**src/rtl/alu_pkg.sv**
```systemverilog
// Shared definitions for the ALU issue stage: select codes, default widths,
// occupancy states and the buffered issue-entry layout.
package alu_pkg;

   localparam int unsigned ALU_DATA_W = 32;
   localparam int unsigned ALU_IDX_W  = 5;
   localparam int unsigned ALU_IMM_W  = 16;

   localparam logic [2:0] ALU_PASS   = 3'b000;
   localparam logic [2:0] ALU_SUB    = 3'b001;
   localparam logic [2:0] ALU_ADD    = 3'b010;
   localparam logic [2:0] ALU_SLT    = 3'b011;
   localparam logic [2:0] ALU_XOR    = 3'b100;
   localparam logic [2:0] ALU_NEGADD = 3'b101;
   localparam logic [2:0] ALU_MUL    = 3'b110;
   localparam logic [2:0] ALU_ZERO   = 3'b111;

   typedef enum logic [1:0] {
      OCC_EMPTY,
      OCC_ONE,
      OCC_TWO
   } occ_t;

   typedef struct packed {
      logic [2:0]            op;
      logic [ALU_IDX_W-1:0]  rd;
      logic [ALU_IDX_W-1:0]  rs_a;
      logic [ALU_IDX_W-1:0]  rs_b;
      logic                  use_imm;
      logic [ALU_DATA_W-1:0] a;
      logic [ALU_DATA_W-1:0] b;
   } issue_entry_t;

   localparam issue_entry_t ENTRY_RST = '{op: ALU_ZERO, default: '0};

   function automatic logic [ALU_DATA_W-1:0] sext_imm(input logic [ALU_IMM_W-1:0] imm);
      return {{(ALU_DATA_W-ALU_IMM_W){imm[ALU_IMM_W-1]}}, imm};
   endfunction

endpackage

```
**src/rtl/alu_fwd_mux.sv**
```systemverilog
// Write-back forwarding for one operand; index 0 and immediate operands are
// never replaced.
module alu_fwd_mux
   import alu_pkg::*;
#(
   parameter int unsigned DATA_W = ALU_DATA_W,
   parameter int unsigned IDX_W  = ALU_IDX_W
) (
   input  logic [IDX_W-1:0]  idx,
   input  logic              use_imm,
   input  logic [DATA_W-1:0] data,
   input  logic              wb_valid,
   input  logic [IDX_W-1:0]  wb_rd,
   input  logic [DATA_W-1:0] wb_data,
   output logic [DATA_W-1:0] q
);

   always_comb begin
      q = data;
      if (wb_valid && !use_imm && (idx != '0) && (wb_rd == idx)) begin
         q = wb_data;
      end
   end

endmodule

```
**src/rtl/alu_issue_stage.sv**
```systemverilog
// Operand-issue stage ahead of the ALU: two-entry (output + skid) buffer with
// capture-time forwarding and continuous write-back refresh of held operands.
module alu_issue_stage
   import alu_pkg::*;
#(
   parameter int unsigned DATA_W = ALU_DATA_W,
   parameter int unsigned IDX_W  = ALU_IDX_W,
   parameter int unsigned IMM_W  = ALU_IMM_W
) (
   input  logic              clk,
   input  logic              rst_n,
   input  logic              flush,
   input  logic              in_valid,
   output logic              in_ready,
   input  logic [2:0]        in_op,
   input  logic [IDX_W-1:0]  in_rs_a,
   input  logic [IDX_W-1:0]  in_rs_b,
   input  logic [IDX_W-1:0]  in_rd,
   input  logic [DATA_W-1:0] in_a_data,
   input  logic [DATA_W-1:0] in_b_data,
   input  logic [IMM_W-1:0]  in_imm,
   input  logic              in_use_imm,
   input  logic              wb_valid,
   input  logic [IDX_W-1:0]  wb_rd,
   input  logic [DATA_W-1:0] wb_data,
   output logic              out_valid,
   input  logic              out_ready,
   output logic [DATA_W-1:0] out_a,
   output logic [DATA_W-1:0] out_b,
   output logic [2:0]        out_select,
   output logic [IDX_W-1:0]  out_rd
);

   occ_t         state_q, state_d;
   issue_entry_t out_q, out_d, skid_q, skid_d;
   logic         in_ready_q;
   logic         accept, present;

   // Slot 0 is the incoming op, slot 1 the output register, slot 2 the skid.
   issue_entry_t      src   [3];
   issue_entry_t      fresh [3];
   logic [DATA_W-1:0] fa    [3];
   logic [DATA_W-1:0] fb    [3];

   assign src[0] = '{op:      in_op,
                     rd:      in_rd,
                     rs_a:    in_rs_a,
                     rs_b:    in_rs_b,
                     use_imm: in_use_imm,
                     a:       in_a_data,
                     b:       in_use_imm ? sext_imm(in_imm) : in_b_data};
   assign src[1] = out_q;
   assign src[2] = skid_q;

   for (genvar g = 0; g < 3; g++) begin : g_fwd
      alu_fwd_mux #(.DATA_W(DATA_W), .IDX_W(IDX_W)) u_fwd_a (
         .idx      (src[g].rs_a),
         .use_imm  (1'b0),
         .data     (src[g].a),
         .wb_valid (wb_valid),
         .wb_rd    (wb_rd),
         .wb_data  (wb_data),
         .q        (fa[g])
      );
      alu_fwd_mux #(.DATA_W(DATA_W), .IDX_W(IDX_W)) u_fwd_b (
         .idx      (src[g].rs_b),
         .use_imm  (src[g].use_imm),
         .data     (src[g].b),
         .wb_valid (wb_valid),
         .wb_rd    (wb_rd),
         .wb_data  (wb_data),
         .q        (fb[g])
      );
   end

   always_comb begin
      for (int unsigned i = 0; i < 3; i++) begin
         fresh[i]   = src[i];
         fresh[i].a = fa[i];
         fresh[i].b = fb[i];
      end
   end

   assign accept  = in_valid & in_ready_q & ~flush;
   assign present = (state_q != OCC_EMPTY) & out_ready;

   // A presented entry leaves with its pre-edge value; only survivors take the refresh.
   always_comb begin
      state_d = state_q;
      out_d   = out_q;
      skid_d  = skid_q;
      if (flush) begin
         state_d = OCC_EMPTY;
      end else begin
         case (state_q)
            OCC_EMPTY: begin
               if (accept) begin
                  out_d   = fresh[0];
                  state_d = OCC_ONE;
               end
            end
            OCC_ONE: begin
               out_d = fresh[1];
               if (accept && present) begin
                  out_d = fresh[0];
               end else if (accept) begin
                  skid_d  = fresh[0];
                  state_d = OCC_TWO;
               end else if (present) begin
                  state_d = OCC_EMPTY;
               end
            end
            OCC_TWO: begin
               out_d  = fresh[1];
               skid_d = fresh[2];
               if (present) begin
                  out_d   = fresh[2];
                  state_d = OCC_ONE;
               end
            end
            default: state_d = OCC_EMPTY;
         endcase
      end
   end

   always_ff @(posedge clk or negedge rst_n) begin
      if (!rst_n) begin
         state_q    <= OCC_EMPTY;
         in_ready_q <= 1'b1;
         out_q      <= ENTRY_RST;
         skid_q     <= '0;
      end else begin
         state_q    <= state_d;
         in_ready_q <= (state_d != OCC_TWO);
         out_q      <= out_d;
         skid_q     <= skid_d;
      end
   end

   assign in_ready   = in_ready_q;
   assign out_valid  = (state_q != OCC_EMPTY);
   assign out_a      = out_q.a;
   assign out_b      = out_q.b;
   assign out_select = out_q.op;
   assign out_rd     = out_q.rd;

endmodule

```
**config.mk**
```make
export PLATFORM = sky130hd
export DESIGN_NAME = alu_issue_stage
export DESIGN_NICKNAME = d
export VERILOG_FILES = /design/src/rtl/alu_pkg.sv /design/src/rtl/alu_fwd_mux.sv /design/src/rtl/alu_issue_stage.sv
export SDC_FILE = /design/constraint.sdc
export NUM_CORES = 1
export LEC_CHECK = 0
export CORE_ASPECT_RATIO = 1.2
export CORE_MARGIN = 5
export CORE_UTILIZATION = 25
export CTS_BUF_LIST = sky130_fd_sc_hd__clkbuf_16
export DETAILED_ROUTE_END_ITERATION = 10
export PLACE_DENSITY = 0.5
export SETUP_SLACK_MARGIN = 0.1
export SKIP_LAST_GASP = 1
export SLEW_MARGIN = 25
export SYNTH_ARGS = -nofsm -noshare
export SYNTH_HDL_FRONTEND = slang
export SYNTH_SLANG_ARGS = --single-unit
```
**constraint.sdc**
```tcl
create_clock -name clk -period 5.8 [get_ports clk]
set_input_delay 0.87 -clock clk [delete_from_list [all_inputs] [get_ports clk]]
set_output_delay 0.87 -clock clk [all_outputs]
set_load 0.01 [all_outputs]
```
Word-level counts from Yosys, hierarchy flattened
Cells that the tools add are included.

storage, ports and cells
  register bits after elaboration = 169
  bits in latches = 0
  memory bits (writable) = 0
  memory bits (read-only) = 0
  input port bits = 142
  output and inout bits = 74
  logic and storage cells = 89
  memories kept = 0

cells by class
  add/subtract/negate cells = 0
  multiply operators = 0
  div/mod/pow operators = 0
  $lt $le $gt $ge = 0
  equality and inequality tests = 14
  shifts and indexed selects = 0
  multiplexer cells = 20
  bitwise gates (word level) = 6
  reduce and logical (&&, ||, !) cells = 33

operator list
  cell                number
  $mux 83             4
  $pmux 83 s3         1
  $mux 32             7
  $pmux 83 s2         1
  $eq 5x5->1          6
  $reduce_bool 5->1   6
  $logic_and 1x1->1   16
  $mux 2              6
  $ne 2x2->1 const B  6
  $reduce_and 5->1    2
  $pmux 2 s3          1
  $reduce_and 4->1    1
  $reduce_bool 2->1   2
  $and 1x1->1         3
  $logic_not 1->1     3
  $not 1->1           3
  $reduce_and 3->1    1
  $reduce_bool 3->1   1
  $eq 2x1->1 const B  1
  $eq 2x2->1 const B  1
  $logic_not 2->1     1

Logic depth before layout (Yosys ltp)
Gate-level depths: netlist of run 1.

  word-level depth = 8
  mapped depth = 11
  gate-level depth less buffers = 8

By module
From an unflattened synthesis of run 1, not the netlist that was laid out.

unflattened totals
  cells, all modules = 1506
  area total of the unflattened synthesis = 14447.6 µm²

by module, submodules not included
  module           instances  cells each  area an instance (µm²)  sequential area each (µm²)
  alu_issue_stage  1          1236        10851.7                 4234.1
  alu_fwd_mux      6          45          599.3                   0.0

Worst setup path before layout of run 1
No wires, ideal clock.

  path kind = input-to-reg
  from = input wb_rd[3]
  to = register skid_q[21] (netlist name)
  arrival = 2322 ps
  required time = 5656 ps
  path slack = 3335 ps
  stages on the path = 9
  cells stage by stage = buf_6 > xor2_1 > nor4b_2 > o211ai_2 > or3_1 > buf_2 > buf_6 > o22ai_2 > a21oi_2

between the ends
  longest elaborated chain between the ends = 6

ends and longest elaborated chain
  item                  line                    text
  start, declared       alu_issue_stage.sv:24   input logic [IDX_W-1:0] wb_rd,
  $eq 5x5->1            alu_fwd_mux.sv:20       if (wb_valid && !use_imm && (idx != '0) && (wb_rd == idx)) begin
  $logic_and 1x1->1     alu_fwd_mux.sv:20
  $mux 32               alu_fwd_mux.sv:20
  $mux 83               alu_issue_stage.sv:106  end else if (accept) begin
  $mux 83               alu_issue_stage.sv:104  if (accept && present) begin
  $pmux 83 s2 *         alu_issue_stage.sv:95   case (state_q)
  end signal, assigned  alu_issue_stage.sv:136  skid_q <= skid_d;
  end, declared         alu_issue_stage.sv:35   issue_entry_t out_q, out_d, skid_q, skid_d;

Mark *: on every way between the ends. The rest lies on a longest branch, timed or not. The select of a mux whose other input is x is not followed.
A chain may end at the register's enable or synchronous reset.

Worst setup path in the final report of run 1
  from = input flush
  to = register skid_q[0] (netlist name)

between the ends
  longest elaborated chain between the ends = 5

ends and longest elaborated chain
  item                          line                    text
  start, declared               alu_issue_stage.sv:12   input logic flush,
  $not 1->1 (no line) *         n/a
  $and 1x1->1                   alu_issue_stage.sv:84   assign accept = in_valid & in_ready_q & ~flush;
  $logic_and 1x1->1             alu_issue_stage.sv:104
  $ne 2x2->1 (no line)          n/a
  $reduce_and 4->1 (no line) *  n/a

Mark *: on every way between the ends. The rest lies on a longest branch, timed or not.

==> results.sh, run 1 <==
export IMPL_clockRootBuffer="clkbuf_16"
export IMPL_avgSynthCellArea_um2=10.3
export IMPL_port_buffers=215
export IMPL_grt_setup_unrepaired="false"
export IMPL_final_nets=1251
export IMPL_first_pass_iters=6
export IMPL_antenna_cells=0
export IMPL_path_cells="clkdlybuf4s50_1 -> and3b_1 -> nand3_1 -> a21o_1 -> or3_2 -> o22ai_1 -> a21oi_1"
export IMPL_wire_per_inst_um=21.9
export IMPL_dieArea_mm2=0.0431
export IMPL_p_leak_nw=5.37
export IMPL_grt_start_max_net_pins=97
export IMPL_syn_inst=945
export IMPL_reg2reg_from="state_q[0]"
export IMPL_synth_edff_count=0
export IMPL_ir_drop_uv=162
export IMPL_drv_slew=0
export IMPL_path_delay_family="simple AND/OR/NAND/NOR gates"
export IMPL_start_kind="input pin"
export IMPL_drt_initial_drc_count=508
export IMPL_fmax_ghz=0.252
export IMPL_r2r_cells=9
export IMPL_ios=216
export IMPL_cts_tree="done"
export IMPL_layout_drive_gt1_share_pct=11.2
export IMPL_wl_um=35900
export IMPL_fin_worst_skew_ps=12.9
export IMPL_setup_tns_ps=0
export IMPL_core_area_mm2=0.0386
export IMPL_r2r_slack_ps=1970
export IMPL_die_w_um=190
export IMPL_ys_ff_latch=169
export IMPL_path_max_fanout=32
export IMPL_hold_buffers=0
export IMPL_yosys_top_cells_area="dfrtp_1 (42%), mux2i_1 (7.3%), o21ai_0 (3.5%)"
export IMPL_cp_end_kind="flip-flop"
export IMPL_critPathKind="in2reg"
export IMPL_grt_overflow=0
export IMPL_cts_clk_slew_worst_paths_ps=70
export IMPL_grt_usage_pct=16.3
export IMPL_utilization_pct=33.3
export IMPL_fin_cells=1643
export IMPL_synth_area_mm2=0.00976
export IMPL_max_stage_delay_ps=1020
export IMPL_outcome="finished, final reports clean"
export IMPL_cts_sinks=169
export IMPL_initial_core_util_pct=25.3
export IMPL_finalSetupViolCount=0
export IMPL_htree_levels=4
export IMPL_power_density_mw_per_mm2=338
export IMPL_area_growth_pct=31.7
export IMPL_grt_antenna_before_repair=3
export IMPL_ctsResizeCount=0
export IMPL_grt_pass1_wl_um=54400
export IMPL_vias=8406
export IMPL_drc=0
export IMPL_hold_ws_ps=462
export IMPL_yosysUniqueCellTypes=68
export IMPL_grt_pass1_vias=8701
export IMPL_final_antenna_net_count=0
export IMPL_cap_violations=0
export IMPL_timing_final_crit_period_ps=3970
export IMPL_std_cell_rows=79
export IMPL_fillers=3951
export IMPL_ys_warn_count=0
export IMPL_die_h_um=226
export IMPL_multiInputGateArea_mm2=0.00488
export IMPL_clk_latency_ps=430
export IMPL_reg2reg_to="out_b[10]"
export IMPL_viasPerCell=5.12
export IMPL_cts_buffers=17
export IMPL_post_cts_setup_buffers=0
export IMPL_async_flop_share_pct=100
export IMPL_worstPathRequired_ps=6090
export IMPL_synthesis_nets=1092
export IMPL_dp_hpwl_um=24600
export IMPL_crit_slowest_cell="or3_2"
export IMPL_synth_yosys_seq_area_share_pct=43.4
export IMPL_finalCritPeriodShare_pct=68.4
export IMPL_hold_viol_final=0
export IMPL_worst_slew_pin_slew_ps=964
export IMPL_regArea_mm2=0.00423
export IMPL_place_gp_congestion=0.809
export IMPL_synth_top_area_share_pct=42.3
export IMPL_clk_path_buf_depth=2
export IMPL_cp_num_buf_inv=1
export IMPL_slew_headroom_pct=35.4
export IMPL_dp_cells=1611
export IMPL_critical_path_arrival_ps=4250
export IMPL_ys_flop_type="dfrtp_1"
export IMPL_min_path_type="in2async"
export IMPL_yosysTopAreaCell="dfrtp_1"
==> logic make-up (layout without fill, tap and decap cells) <==
family / count (synthesis) / in the layout / synth area share, %
AOI/OAI and AO/OA: 361 / 361 / 28.8
DFF: 169 / 169 / 43.4
and+or+nand+nor: 162 / 162 / 8.13
buffers and inverters: 136 / 308 / 7.50
muxes: 88 / 88 / 9.38
xor gates and xnor gates: 24 / 24 / 2.15
adders and majority gates: 5 / 5 / 0.641
==> how the worst max path moves through the flow <==
stage                     startpoint         end  slack, ps  depth (start not counted)
after global routing      state_q[0]    out_b[8]       1610                          9
after global placement         flush  skid_q[11]       1550                          7
after CTS                      flush   skid_q[0]       1890                          7
final                          flush   skid_q[0]       1830                          7
after detailed placement       flush  skid_q[13]       1410                          7
after floorplan             wb_rd[3]  skid_q[21]       3330                          9
==> cells in the final DEF (no fill, tap or decap), types with 3 or more instances in the layout <==
| cell | count |
|---|---|
| clkdlybuf4s50_1 | 213 |
| o2bb2ai_1 | 15 |
| clkinv_1 | 4 |
| mux2i_1 | 71 |
| o21ai_1 | 15 |
| a221o_1 | 31 |
| clkbuf_16 | 17 |
| o22ai_1 | 33 |
| dfrtp_1 | 165 |
| a22o_1 | 13 |
| nor3_1 | 19 |
| nand2b_1 | 4 |
| a22oi_1 | 33 |
| o21ai_0 | 69 |
| xnor2_1 | 12 |
| bufinv_16 | 4 |
| nor2_4 | 3 |
| dfstp_2 | 4 |
| a21o_1 | 14 |
| ha_1 | 5 |
| nand3_1 | 33 |
| o211ai_1 | 14 |
| buf_4 | 15 |
| o22ai_2 | 19 |
| o22a_1 | 17 |
| o311ai_0 | 10 |
| a221oi_1 | 3 |
| nor2_1 | 10 |
| mux2_2 | 15 |
| nand2_1 | 72 |
| xor2_1 | 12 |
| inv_1 | 44 |
| nor4_1 | 4 |
| a21oi_1 | 25 |
| a21oi_2 | 10 |
| a222oi_1 | 18 |
==> routing by layer <==
metal	vias to the layer above	track usage, %	part of all wire [%]
met1	4201	21.4	44
met4	4	4.31	1.8
met2	260	27.1	49
met3	35	4.02	5.8
met5	-	0	0.056
li1	3906	-	-
==> synthesized netlist by cell type, types with 3 or more instances <==
master / n
o22a_1: 17
a21o_1: 14
a221o_1: 31
o2bb2ai_1: 15
nand3_1: 33
a22oi_1: 33
o21ai_0: 69
clkbuf_1: 31
xor2_1: 12
nor2_1: 10
a221oi_1: 3
mux2_2: 15
inv_1: 43
ha_1: 5
o311ai_0: 10
a21oi_2: 11
nor3_1: 20
buf_2: 29
o22ai_1: 33
nor4_1: 4
buf_4: 13
mux2i_1: 71
dfstp_2: 4
a222oi_1: 18
dfrtp_1: 165
nand2b_1: 4
xnor2_1: 12
a21oi_1: 25
a22o_1: 13
o22ai_2: 19
nand2_1: 72
o211ai_1: 14
o21ai_1: 17
buf_6: 18
==> metrics by stage <==
| stage | setup WS, ps | total power [W] | area (um2) |
|---|---|---|---|
| final | 1830 | 0.00435 | 12900 |
| after detailed placement | 1410 | 0.00316 | 12200 |
| after floorplan | 3330 | 0.00254 | 9760 |
| after global placement | 1550 | 0.00313 | 12200 |
| after CTS | 1890 | 0.00440 | 12900 |
| after global routing | 1610 | 0.00460 | 12900 |
==> worst register-to-register path: cells and delay by family, from the launching register on <==
| kind | cells | cell delay [ps] |
|---|---|---|
| AO/OA/AOI/OAI | 3 | 810 |
| adder cells (fa/ha/maj) | 1 | 620 |
| buffers and inverters | 3 | 1040 |
| flip-flops | 1 | 460 |
| AND/OR/NAND/NOR | 2 | 850 |
==> registers in the layout, indices dropped and copies added (netlist names) <==
signal / cells
fresh: 30
in_ready: 1
out_a: 32
out_b: 32
out_rd: 5
out_select: 3
skid_q: 64
state_q: 2
==> power breakdown <==
group / switching [W] / leakage (nW) / internal [W]
sequential: 0.000262 / 2.05 / 0.00154
clock: 0.000502 / 0.298 / 0.000715
combinational: 0.000579 / 3.02 / 0.000743
total: 0.00134 / 5.37 / 0.00300
==> cell type report <==
cell class / instances / area share, %
inverters: 43 / 1.26
repair buffers: 233 / 18.0
multi-input cells: 640 / 38.0
flip-flops and latches: 169 / 32.9
clock inverters: 15 / 1.42
clock buffers: 17 / 3.31
well taps: 526 / 5.12
No activity file was read; power rests on OpenSTA's default activity.
==> inputs of run 2 (changes only) <==
PLACE_DENSITY = 0.52   (was 0.5)
clock period = 3.5 ns   (was 5.8 ns; I/O delays follow)
==> run 2 against run 1 <==
Net effect:
- global-route usage fell by 0.33 points
- die area did not move
- clock-buffer cell count did not move
- flip-flop and latch count did not move
- routed wire length fell by 1.0%
- cell count rose by 1.6%
- non-clock buffer count rose by 25
- clock power rose by 68%
- combinational power rose by 69%
- critical path type is now reg2reg
==> results.sh, run 2 (synthesized netlist as in run 1, its figures left out) <==
export IMPL_std_cell_rows=79
export IMPL_die_w_um=190
export IMPL_cts_sinks=169
export IMPL_dieArea_mm2=0.0431
export IMPL_crit_slowest_cell="or3_2"
export IMPL_grt_overflow=0
export IMPL_hold_ws_ps=76.8
export IMPL_path_delay_family="simple AND/OR/NAND/NOR gates"
export IMPL_finalCritPeriodShare_pct=84.5
export IMPL_vias=8566
export IMPL_cp_end_kind="flip-flop"
export IMPL_max_stage_delay_ps=640
export IMPL_fin_worst_skew_ps=11.8
export IMPL_grt_pass1_vias=8663
export IMPL_clk_latency_ps=450
export IMPL_regArea_mm2=0.00423
export IMPL_power_density_mw_per_mm2=556
export IMPL_dp_hpwl_um=25000
export IMPL_worstPathRequired_ps=3810
export IMPL_path_cells="inv_1 -> ha_1 -> nand2b_1 -> nand3_1 -> a21o_1 -> or3_2 -> buf_4 -> o22ai_2 -> a21oi_2"
export IMPL_drc=0
export IMPL_grt_start_max_net_pins=65
export IMPL_port_buffers=215
export IMPL_cts_clk_slew_worst_paths_ps=70
export IMPL_cts_tree="done"
export IMPL_worst_slew_pin_slew_ps=956
export IMPL_timing_final_crit_period_ps=2960
export IMPL_wl_um=35500
export IMPL_cp_num_buf_inv=2
export IMPL_place_gp_congestion=0.805
export IMPL_hold_buffers=0
export IMPL_grt_setup_unrepaired="false"
export IMPL_gr_usage_met3_pct=3.50
export IMPL_final_cell_mix="clkdlybuf4s50_1 (213), dfrtp_1 (165), nand2_1 (72)"
export IMPL_wire_per_inst_um=21.3
export IMPL_clk_path_buf_depth=2
export IMPL_finalSetupViolCount=0
export IMPL_grt_pass1_wl_um=53800
export IMPL_final_antenna_net_count=0
export IMPL_path_max_fanout=12
export IMPL_area_growth_pct=33.9
export IMPL_clockRootBuffer="clkbuf_16"
export IMPL_layout_drive_gt1_share_pct=13.4
export IMPL_initial_core_util_pct=25.3
export IMPL_hold_viol_final=0
export IMPL_top_register="skid_q"
export IMPL_grt_util_met2_pct=26.1
export IMPL_fmax_ghz=0.338
export IMPL_first_pass_iters=5
export IMPL_grt_usage_pct=16.0
export IMPL_setup_tns_ps=0
export IMPL_mostFrequentLayoutCell="clkdlybuf4s50_1"
export IMPL_core_area_mm2=0.0386
export IMPL_htree_levels=4
export IMPL_largest_reg_flops=64
export IMPL_viasPerCell=5.13
export IMPL_outcome="finished, final reports clean"
export IMPL_use_met1_pct=21.0
export IMPL_slew_headroom_pct=36.1
export IMPL_ir_drop_uv=326
export IMPL_fillers=3949
export IMPL_critPathKind="reg2reg"
export IMPL_drt_initial_drc_count=588
export IMPL_cts_buffers=17
export IMPL_post_cts_setup_buffers=0
export IMPL_top_usage_layer="met2"
export IMPL_start_kind="flip-flop"
export IMPL_ctsResizeCount=0
export IMPL_ios=216
export IMPL_final_nets=1276
export IMPL_die_h_um=226
export IMPL_critical_path_arrival_ps=3270
export IMPL_multiInputGateArea_mm2=0.00486
export IMPL_cap_violations=0
export IMPL_drv_slew=0
export IMPL_grt_antenna_before_repair=2
export IMPL_p_leak_nw=5.51
export IMPL_min_path_type="in2async"
[run 2: cell count changes in the layout (fill, tap and decap cells not counted), sizes merged]
cell	delta
inv	+3
bufinv	-1
clkinv	-3
buf	+25
clkinvlp	+1
diode	+1
[run 2: area by class of cell]
cell class	instances	share of cell area [%]
Sequential cell	169	32.4
Antenna cell	1	0.0191
Inverter	43	1.23
Multi-Input combinational cell	640	37.2
Clock inverter	15	1.45
Timing Repair Buffer	258	19.4
Tap cell	526	5.03
Clock buffer	17	3.25
[run 2: report_power, final]
group / internal (W) / switching [W]
clock: 0.00114 / 0.000910
combinational: 0.00125 / 0.000975
sequential: 0.00256 / 0.000428
total: 0.00495 / 0.00231
[run 2: worst paths after layout]
| path | start | to | slack (ps) | depth (start not counted) |
|---|---|---|---|---|
| setup / recovery | state_q[0] | skid_q[23] | 540 | 9 |
| hold / removal | rst_n | out_rd[1] | 80 | 1 |
| setup reg to reg | state_q[0] | skid_q[23] | 540 | 9 |
| hold reg to reg | out_select[0] | out_select[0] | 480 | 2 |
| max in group asynchronous | rst_n | in_ready | 2500 | 2 |
| min in group clk | out_select[0] | out_select[0] | 480 | 2 |
[run 2: stage by stage]
stage	cell area [um2]	worst slack, ps	cells	total power, W	utilization (%)
3_5_place_dp	12400	287	1634	0.00525	32.1
4_1_cts	13000	582	1666	0.00734	33.7
5_1_grt	13100	377	1669	0.00767	33.8
3_3_place_gp	12400	325	1634	0.00521	32.1
6_report	13100	543	1669	0.00726	33.8
2_1_floorplan	9760	1300	945	0.00421	-
[run 2: layer usage]
metal,part of all wire (%),up-vias,wire length (um)
li1,-,3949,-
met1,44,4297,15700
met2,47,275,16900
met3,5.4,43,1910
met4,2.8,2,1010
met5,0.037,-,13
